$ cat config.mk
export PLATFORM = sky130hd
export DESIGN_NAME = step_sequencer
export DESIGN_NICKNAME = d
export VERILOG_FILES = /design/src/rtl/step_sequencer.sv
export SDC_FILE = /design/constraint.sdc
export NUM_CORES = 1
export LEC_CHECK = 0
export ABC_AREA = 0
export CORE_MARGIN = 2
export CORE_UTILIZATION = 55
export DETAILED_ROUTE_END_ITERATION = 10
export GPL_ROUTABILITY_DRIVEN = 0
export PLACE_DENSITY = 0.81
export SLEW_MARGIN = 20
export SYNTH_ARGS = -nofsm -noshare
export SYNTH_HDL_FRONTEND = slang
export SYNTH_SLANG_ARGS = --single-unit
$ cat constraint.sdc
create_clock -name clk -period 6.38 [get_ports clk]
set_clock_uncertainty 0.05 [all_clocks]
set_input_delay 1.276 -clock clk [delete_from_list [all_inputs] [get_ports clk]]
set_output_delay 1.276 -clock clk [all_outputs]
set_load 0.005 [all_outputs]
$ cat src/rtl/step_sequencer.sv
// Step sequencer: holds a per-voice hit pattern, steps through it at a fixed
// tick rate while running, and drives each sample player's enable. Each hit
// drops the enable for one cycle and then holds it high for GATE_LEN cycles.
module step_sequencer #(
  parameter int NUM_VOICES     = 4,
  parameter int NUM_STEPS      = 16,
  parameter int TICKS_PER_STEP = 12500,
  parameter int GATE_LEN       = 4000,
  localparam int VW = (NUM_VOICES > 1) ? $clog2(NUM_VOICES) : 1,
  localparam int SW = $clog2(NUM_STEPS),
  localparam int TW = $clog2(TICKS_PER_STEP)
) (
  input  logic                  clk,
  input  logic                  rst,
  input  logic                  start,
  input  logic                  stop,
  input  logic                  pat_we,
  input  logic [VW-1:0]         pat_voice,
  input  logic [SW-1:0]         pat_step,
  input  logic                  pat_val,
  input  logic [NUM_VOICES-1:0] mute,
  output logic [NUM_VOICES-1:0] voice_en,
  output logic [SW-1:0]         step_idx,
  output logic                  step_tick,
  output logic                  running
);

  localparam logic [TW-1:0] TICK_MAX  = TW'(TICKS_PER_STEP - 1);
  localparam logic [15:0]   GATE_INIT = 16'(GATE_LEN);

  typedef enum logic {
    ST_IDLE,
    ST_RUN
  } state_e;

  state_e                  state_q, state_d;
  logic [TW-1:0]           tick_cnt_q, tick_cnt_d;
  logic [SW-1:0]           step_idx_q, step_idx_d;
  logic [NUM_VOICES-1:0]   voice_en_q, voice_en_d;
  logic [15:0]             gate_cnt_q [NUM_VOICES];
  logic [15:0]             gate_cnt_d [NUM_VOICES];
  logic [NUM_STEPS-1:0]    pattern_q  [NUM_VOICES];
  logic [NUM_STEPS-1:0]    pattern_d  [NUM_VOICES];
  logic                    fire;
  logic [NUM_VOICES-1:0]   hit;

  // ---------------------------------------------------------------------------
  // FSM
  // ---------------------------------------------------------------------------

  // State register.
  always_ff @(posedge clk or posedge rst) begin
    // NOTE: sequential state uses non-blocking assignments so every flop
    // samples the pre-edge value of every other flop, independent of order.
    if (rst) state_q <= ST_IDLE;
    else     state_q <= state_d;
  end

  // Next-state: stop always wins over start; start is ignored while running.
  always_comb begin
    // NOTE: every signal written in a combinational block gets a default
    // first, otherwise an unassigned path infers a latch.
    state_d = state_q;
    case (state_q)
      ST_IDLE: if (start && !stop) state_d = ST_RUN;
      ST_RUN:  if (stop)           state_d = ST_IDLE;
      default: state_d = ST_IDLE;
    endcase
  end

  // FSM outputs: a step fires on the first tick of every step while running.
  always_comb begin
    running   = (state_q == ST_RUN);
    fire      = (state_q == ST_RUN) && (tick_cnt_q == '0);
    step_tick = fire;
  end

  // ---------------------------------------------------------------------------
  // Step timing
  // ---------------------------------------------------------------------------

  // Tick and step counters; cleared on stop and on entry to RUN, frozen in IDLE.
  always_comb begin
    tick_cnt_d = tick_cnt_q;
    step_idx_d = step_idx_q;
    if (stop) begin
      tick_cnt_d = '0;
      step_idx_d = '0;
    end else if (state_q == ST_IDLE) begin
      if (start) begin
        tick_cnt_d = '0;
        step_idx_d = '0;
      end
    end else if (tick_cnt_q == TICK_MAX) begin
      tick_cnt_d = '0;
      // NUM_STEPS is a power of two, so the step index wraps by overflow.
      step_idx_d = step_idx_q + SW'(1);
    end else begin
      tick_cnt_d = tick_cnt_q + TW'(1);
    end
  end

  // Counter registers.
  always_ff @(posedge clk or posedge rst) begin
    if (rst) begin
      tick_cnt_q <= '0;
      step_idx_q <= '0;
    end else begin
      tick_cnt_q <= tick_cnt_d;
      step_idx_q <= step_idx_d;
    end
  end

  // ---------------------------------------------------------------------------
  // Pattern store
  // ---------------------------------------------------------------------------

  // Pattern write; hits read the registered pattern, so a write landing in a
  // fire cycle only shows up on the next pass over that step.
  always_comb begin
    pattern_d = pattern_q;
    if (pat_we && (int'(pat_voice) < NUM_VOICES)) begin
      pattern_d[pat_voice][pat_step] = pat_val;
    end
  end

  // Pattern register.
  always_ff @(posedge clk or posedge rst) begin
    // NOTE: the pattern array is deliberately reset so playback after reset
    // is silent; without that requirement a storage array would be left
    // unreset to keep it mappable to RAM.
    if (rst) pattern_q <= '{default: '0};
    else     pattern_q <= pattern_d;
  end

  // ---------------------------------------------------------------------------
  // Voice gates
  // ---------------------------------------------------------------------------

  // Per-voice gate: stop and mute silence, a hit opens a one-cycle gap and
  // reloads the gate, otherwise a running gate counts down with enable high.
  always_comb begin
    voice_en_d = '0;
    gate_cnt_d = gate_cnt_q;
    for (int v = 0; v < NUM_VOICES; v++) begin
      hit[v] = fire && pattern_q[v][step_idx_q] && !mute[v];
      if (stop || mute[v]) begin
        voice_en_d[v] = 1'b0;
        gate_cnt_d[v] = '0;
      end else if (hit[v]) begin
        voice_en_d[v] = 1'b0;
        gate_cnt_d[v] = GATE_INIT;
      end else if (gate_cnt_q[v] != '0) begin
        voice_en_d[v] = 1'b1;
        gate_cnt_d[v] = gate_cnt_q[v] - 16'd1;
      end
    end
  end

  // Gate registers.
  always_ff @(posedge clk or posedge rst) begin
    if (rst) begin
      voice_en_q <= '0;
      gate_cnt_q <= '{default: '0};
    end else begin
      voice_en_q <= voice_en_d;
      gate_cnt_q <= gate_cnt_d;
    end
  end

  assign voice_en = voice_en_q;
  assign step_idx = step_idx_q;

endmodule
# Word level (Yosys, flattened, before mapping)
# Index checks and enable logic that the tools add are counted.
word_totals:
  latchBits: 0
  reg_bits: 151
  ram_bits: 0
  rom_bits: 0
  n_memories: 0
classes:
  n_lt_le_gt_ge: 5
  n_eq_ne: 2
  bitwise: 2
  div_mod_pow: 0
  n_reduce_logical: 32
  mul: 0
  add_sub_neg: 6
  shift: 0
  n_mux: 48
op_table:
  columns: ["cell", "count"]
  rows:
  - ["2-to-1 mux 16 bit", 13]
  - ["bitwise mux 64 bit", 1]
  - ["nonzero test 16 bit", 4]
  - ["subtractor 16 x 1 -> 16 bit, second input constant", 4]
  - ["2-to-1 mux 14 bit", 4]
  - ["demux 16 bit (select 2 bit)", 1]
  - ["2-to-1 mux 1 bit", 19]
  - ["binary-select mux 1 bit (select 4 bit)", 4]
  - ["2-to-1 mux 4 bit", 4]
  - ["nonzero test 3 bit", 5]
  - ["adder 14 x 1 -> 14 bit, second input constant", 1]
  - ["equality test 14 bit, second input constant", 1]
  - ["zero test 14 bit", 1]
  - ["logical AND 1 bit", 12]
  - ["< comparator 4 x 5 -> 1 bit, second input constant", 2]
  - ["zero test 1 bit", 5]
  - ["adder 4 x 1 -> 4 bit, second input constant", 1]
  - ["demux 1 bit (select 4 bit)", 1]
  - [">= comparator 4 x 1 -> 1 bit, second input constant", 1]
  - ["logical OR 1 bit", 4]
  - [">= comparator 3 bit, second input constant", 1]
  - ["< comparator 3 x 1 -> 1 bit, second input constant", 1]
  - ["!= test 3 x 2 -> 1 bit, second input constant", 1]
  - ["inverter 2 -> 3 bit", 1]
  - ["3 further kinds", 3]

# Depth between registers and ports, before layout
depth:
  ltp_word: 7
  mapped_depth: 9

# Worst setup path before layout
# No wires, ideal clock.
synth_path:
  kind: "register -> output"
  from: "reg tick_cnt_q[0]"
  to: "out step_tick"
  path_stages_with_launch: 7
  slack_ns: 3.347
  arrival_time_ns: 1.707
  cell_sequence: "dfrtp_1 -> inv_1 -> ha_1 -> or4bb_1 -> or4_1 -> buf_2 -> inv_1"
synth_between:
  elab_chain_len: 2
synth_lines:
  columns: ["element", "line_no", "text"]
  rows:
  - ["from (decl)", "37", "logic [TW-1:0] tick_cnt_q, tick_cnt_d;"]
  - ["from (signal assigned)", "109", "tick_cnt_q <= tick_cnt_d;"]
  - ["zero test 14 bit", "74", "fire = (state_q == ST_RUN) && (tick_cnt_q == '0);"]
  - ["logical AND 1 bit", "74", null]
  - ["to (decl)", "24", "output logic step_tick,"]
# No other way between the ends.

# Final worst setup path
# Ends and elaborated chain as after synthesis.

==> impl_metrics.py <==
metrics = {
    "pwr": {
        "p_per_area_nw_per_um2": 464,
        "p_leak_nw": 3.92,
        "finalPower_mw": 4.13,
        "vdd.ir_drop.worst_mv": 0.250,
    },
    "grt": {
        "grt_pass1_vias": 5811,
        "antenna_found_initial": 0,
        "grt_max_degree": 111,
        "track_usage": 0.239,
        "grt_overflow": 0,
        "grt_pass1_wl_mm": 28.1,
    },
    "logic_synthesis": {
        "yosys.area_share.simple": 0.214,
        "syn-num-nets": 818,
        "synth_cell_types": 54,
        "synth_compound_area_frac": 0.0783,
        "synth_xor_area_frac": 0.0454,
        "ys_warn_count": 0,
        "ys_seq_area_frac": 0.478,
        "synth_mux_area_frac": 0.150,
        "syn_inst": 795,
        "synth_top_family_by_area": "simple AND/OR/NAND/NOR gates",
        "synth_edf_count": 0,
        "synth_ff_type": "dfrtp_1",
        "synth-seq-cells": 151,
        "synth-adder-area-share": 0.0111,
        "async_reset_ff_frac": 1.00,
        "syn_area_um2": 7910,
        "avgSynthCellArea_um2": 9.95,
    },
    "sta": {
        "worst_slew_pin_slew_ns": 0.978,
        "whs_ns": 0.452,
        "slew_viol_final": 0,
        "min_period_ns": 4.17,
        "grt_setup_unrepaired": "false",
        "fin_crit_sh": 0.653,
        "finalSetupViolCount": 0,
        "tns_ns": 0,
        "max_slew_margin": 0.348,
        "hold_viol_final": 0,
        "clock.fmax_mhz": 240,
    },
    "floorplan": {
        "die-area_um2": 15400,
        "num_rows": 43,
        "core_um2": 14000,
        "die_y_um": 124,
        "num_io_pins": 26,
        "start_util": 0.566,
        "die_x_um": 124,
    },
    "clock_network": {
        "htreeDepth": 4,
        "postCtsSetupBuffers": 0,
        "ctsResizeCount": 0,
        "numCtsBuffers": 17,
        "cts_num_sinks": 151,
        "cts-root-buf": "clkbuf_16",
        "postCtsHoldBufs": 0,
        "clock_latency_ns": 0.43,
        "cts_tree": "done",
        "clk_path_buf_depth": 2,
        "path_clk_slew_ns": 0.06,
    },
    "placement": {
        "dp_cells": 981,
        "portBuffers": 25,
        "dpl.hpwl_mm": 11.3,
    },
    "drt": {
        "vias_per_cell": 5.97,
        "first_pass_iters": 5,
        "totalWireLength_mm": 17.1,
        "first_iter_violations": 578,
        "drc": 0,
        "wl_per_cell_um": 16.9,
        "vias": 6044,
        "antenna_left": 0,
    },
    "critical_path": {
        "startpoint_type": "flop",
        "end_kind": "output port",
        "crit_arrival_ns": 2.84,
        "setup.worst_path.start": "tick_cnt_q[0]$_DFFE_PP0P_",
        "cp_max_fo": 6,
        "reg2reg_from": "tick_cnt_q[0]$_DFFE_PP0P_",
        "critPathRequiredTime_ns": 5.05,
        "critPathKind": "flop to output port",
    },
    "hold_path": {
        "min_from": "pattern_q[6]$_DFFE_PP0P_",
        "hold_path.class": "flop to flop",
    },
    "job": {
        "maxCapViolCount": 0,
    },
    "finish": {
        "fin_nets": 843,
        "drive_gt1_frac": 0.175,
        "num_antenna_cells": 0,
        "finish.utilization": 0.637,
        "finalNonFillerCells": 1013,
        "syn_to_final_growth_pct": 12.7,
    },
    "status": {
        "status": "completed",
    },
}
## cell usage after synthesis, types with 11 or more instances
master	n	share of area
nor3_1	27	0.017
xnor2_1	26	0.029
mux2_2	80	0.11
o21ai_0	29	0.018
nor2_1	105	0.050
nand4_1	11	0.0087
a21oi_1	26	0.016
or2_2	12	0.0095
xor2_1	15	0.017
nand3_1	20	0.013
nor4_1	11	0.0087
inv_1	22	0.010
clkbuf_1	19	0.0090
mux2i_1	13	0.016
dfrtp_1	151	0.48
nand2_1	98	0.046
## layer usage
metal,global-route usage,vias to the layer above,part of all wire
met1,0.317,2983,0.45
li1,-,2868,-
met4,0.0836,0,0.020
met2,0.383,166,0.48
met5,0,-,0
met3,0.0636,27,0.052
## critical path, cell delays in order (launching register included)
cell             delay [ns]
dfrtp_1                0.43
inv_1                  0.08
ha_1                   0.13
or4bb_1                0.47
or4_1                  0.64
inv_1                  0.16
clkdlybuf4s50_1        0.51
## path summary, 6_finish.rpt
| kind | endpoint | slack [ns] | cells after the start |
|---|---|---|---|
| worst max register to register | gate_cnt_q[56]$_DFFE_PP0P_ | 3.57 | 7 |
| worst min-delay path | pattern_q[6]$_DFFE_PP0P_ | 0.45 | 1 |
| worst min register to register | pattern_q[6]$_DFFE_PP0P_ | 0.45 | 1 |
| worst max-delay path | step_tick | 2.21 | 6 |
| max in group asynchronous | pattern_q[26]$_DFFE_PP0P_ | 3.75 | 3 |
| min in group asynchronous | gate_cnt_q[53]$_DFFE_PP0P_ | 1.38 | 2 |
## logic make-up after synthesis
logic type / count (synthesis)
simple gates: 350
buf+inv: 48
fa+ha+maj: 7
xor+xnor: 41
flops: 151
compound gates: 98
mux: 100
## registers in the layout (all words and copies together) (netlist names)
register / cells
gate_cnt_q: 64
pattern_q: 64
running: 1
step_idx: 4
tick_cnt_q: 14
voice_en: 4
## cells in the final DEF, fill, tap and decap left out, types with 4 or more instances in the layout
| cell type | synthesis | layout |
|---|---|---|
| a211o_1 | 4 | 4 |
| a211oi_1 | 7 | 7 |
| a21oi_1 | 26 | 26 |
| a31oi_1 | 5 | 5 |
| buf_4 | 0 | 7 |
| clkbuf_16 | 0 | 17 |
| clkdlybuf4s50_1 | 0 | 24 |
| clkinv_4 | 0 | 4 |
| clkinvlp_4 | 0 | 4 |
| dfrtp_1 | 151 | 151 |
| ha_1 | 7 | 7 |
| inv_1 | 22 | 21 |
| inv_6 | 0 | 5 |
| mux2_2 | 80 | 80 |
| mux2i_1 | 13 | 13 |
| mux4_2 | 7 | 7 |
| nand2_1 | 98 | 98 |
| nand2b_1 | 9 | 9 |
| nand3_1 | 20 | 20 |
| nand3b_1 | 4 | 4 |
| nand4_1 | 11 | 11 |
| nor2_1 | 105 | 105 |
| nor2b_1 | 8 | 8 |
| nor3_1 | 27 | 27 |
| nor3b_1 | 6 | 6 |
| nor4_1 | 11 | 11 |
| o21ai_0 | 29 | 29 |
| o31ai_1 | 4 | 4 |
| or2_2 | 12 | 12 |
| or3_1 | 6 | 6 |
| or4_1 | 10 | 10 |
| xnor2_1 | 26 | 26 |
| xor2_1 | 15 | 15 |
## report_power, final
part           internal (mW)  total [mW]  switching, mW
Sequential              1.16        1.34          0.182
Combinational          0.813        1.82           1.01
Clock                  0.545       0.969          0.425
Total                   2.52        4.13           1.62
## per-stage QoR
stage,area [um2],worst slack [ns]
floorplan,7910,0.989
detailed placement,8330,2.67
CTS,8910,2.21
global route,8910,2.09
finish,8910,2.21
global placement,8330,2.70
## final cells by class
cell class | instances | area, um2
Clock inverter | 15 | 146
Inverter | 22 | 87.6
Clock buffer | 17 | 425
Timing Repair Buffer | 32 | 298
Multi-Input combinational cell | 596 | 3950
Tap cell | 180 | 225
Sequential cell | 151 | 3780
Fill cell | 1110 | 5080
Power figures use the tool's default switching activity.
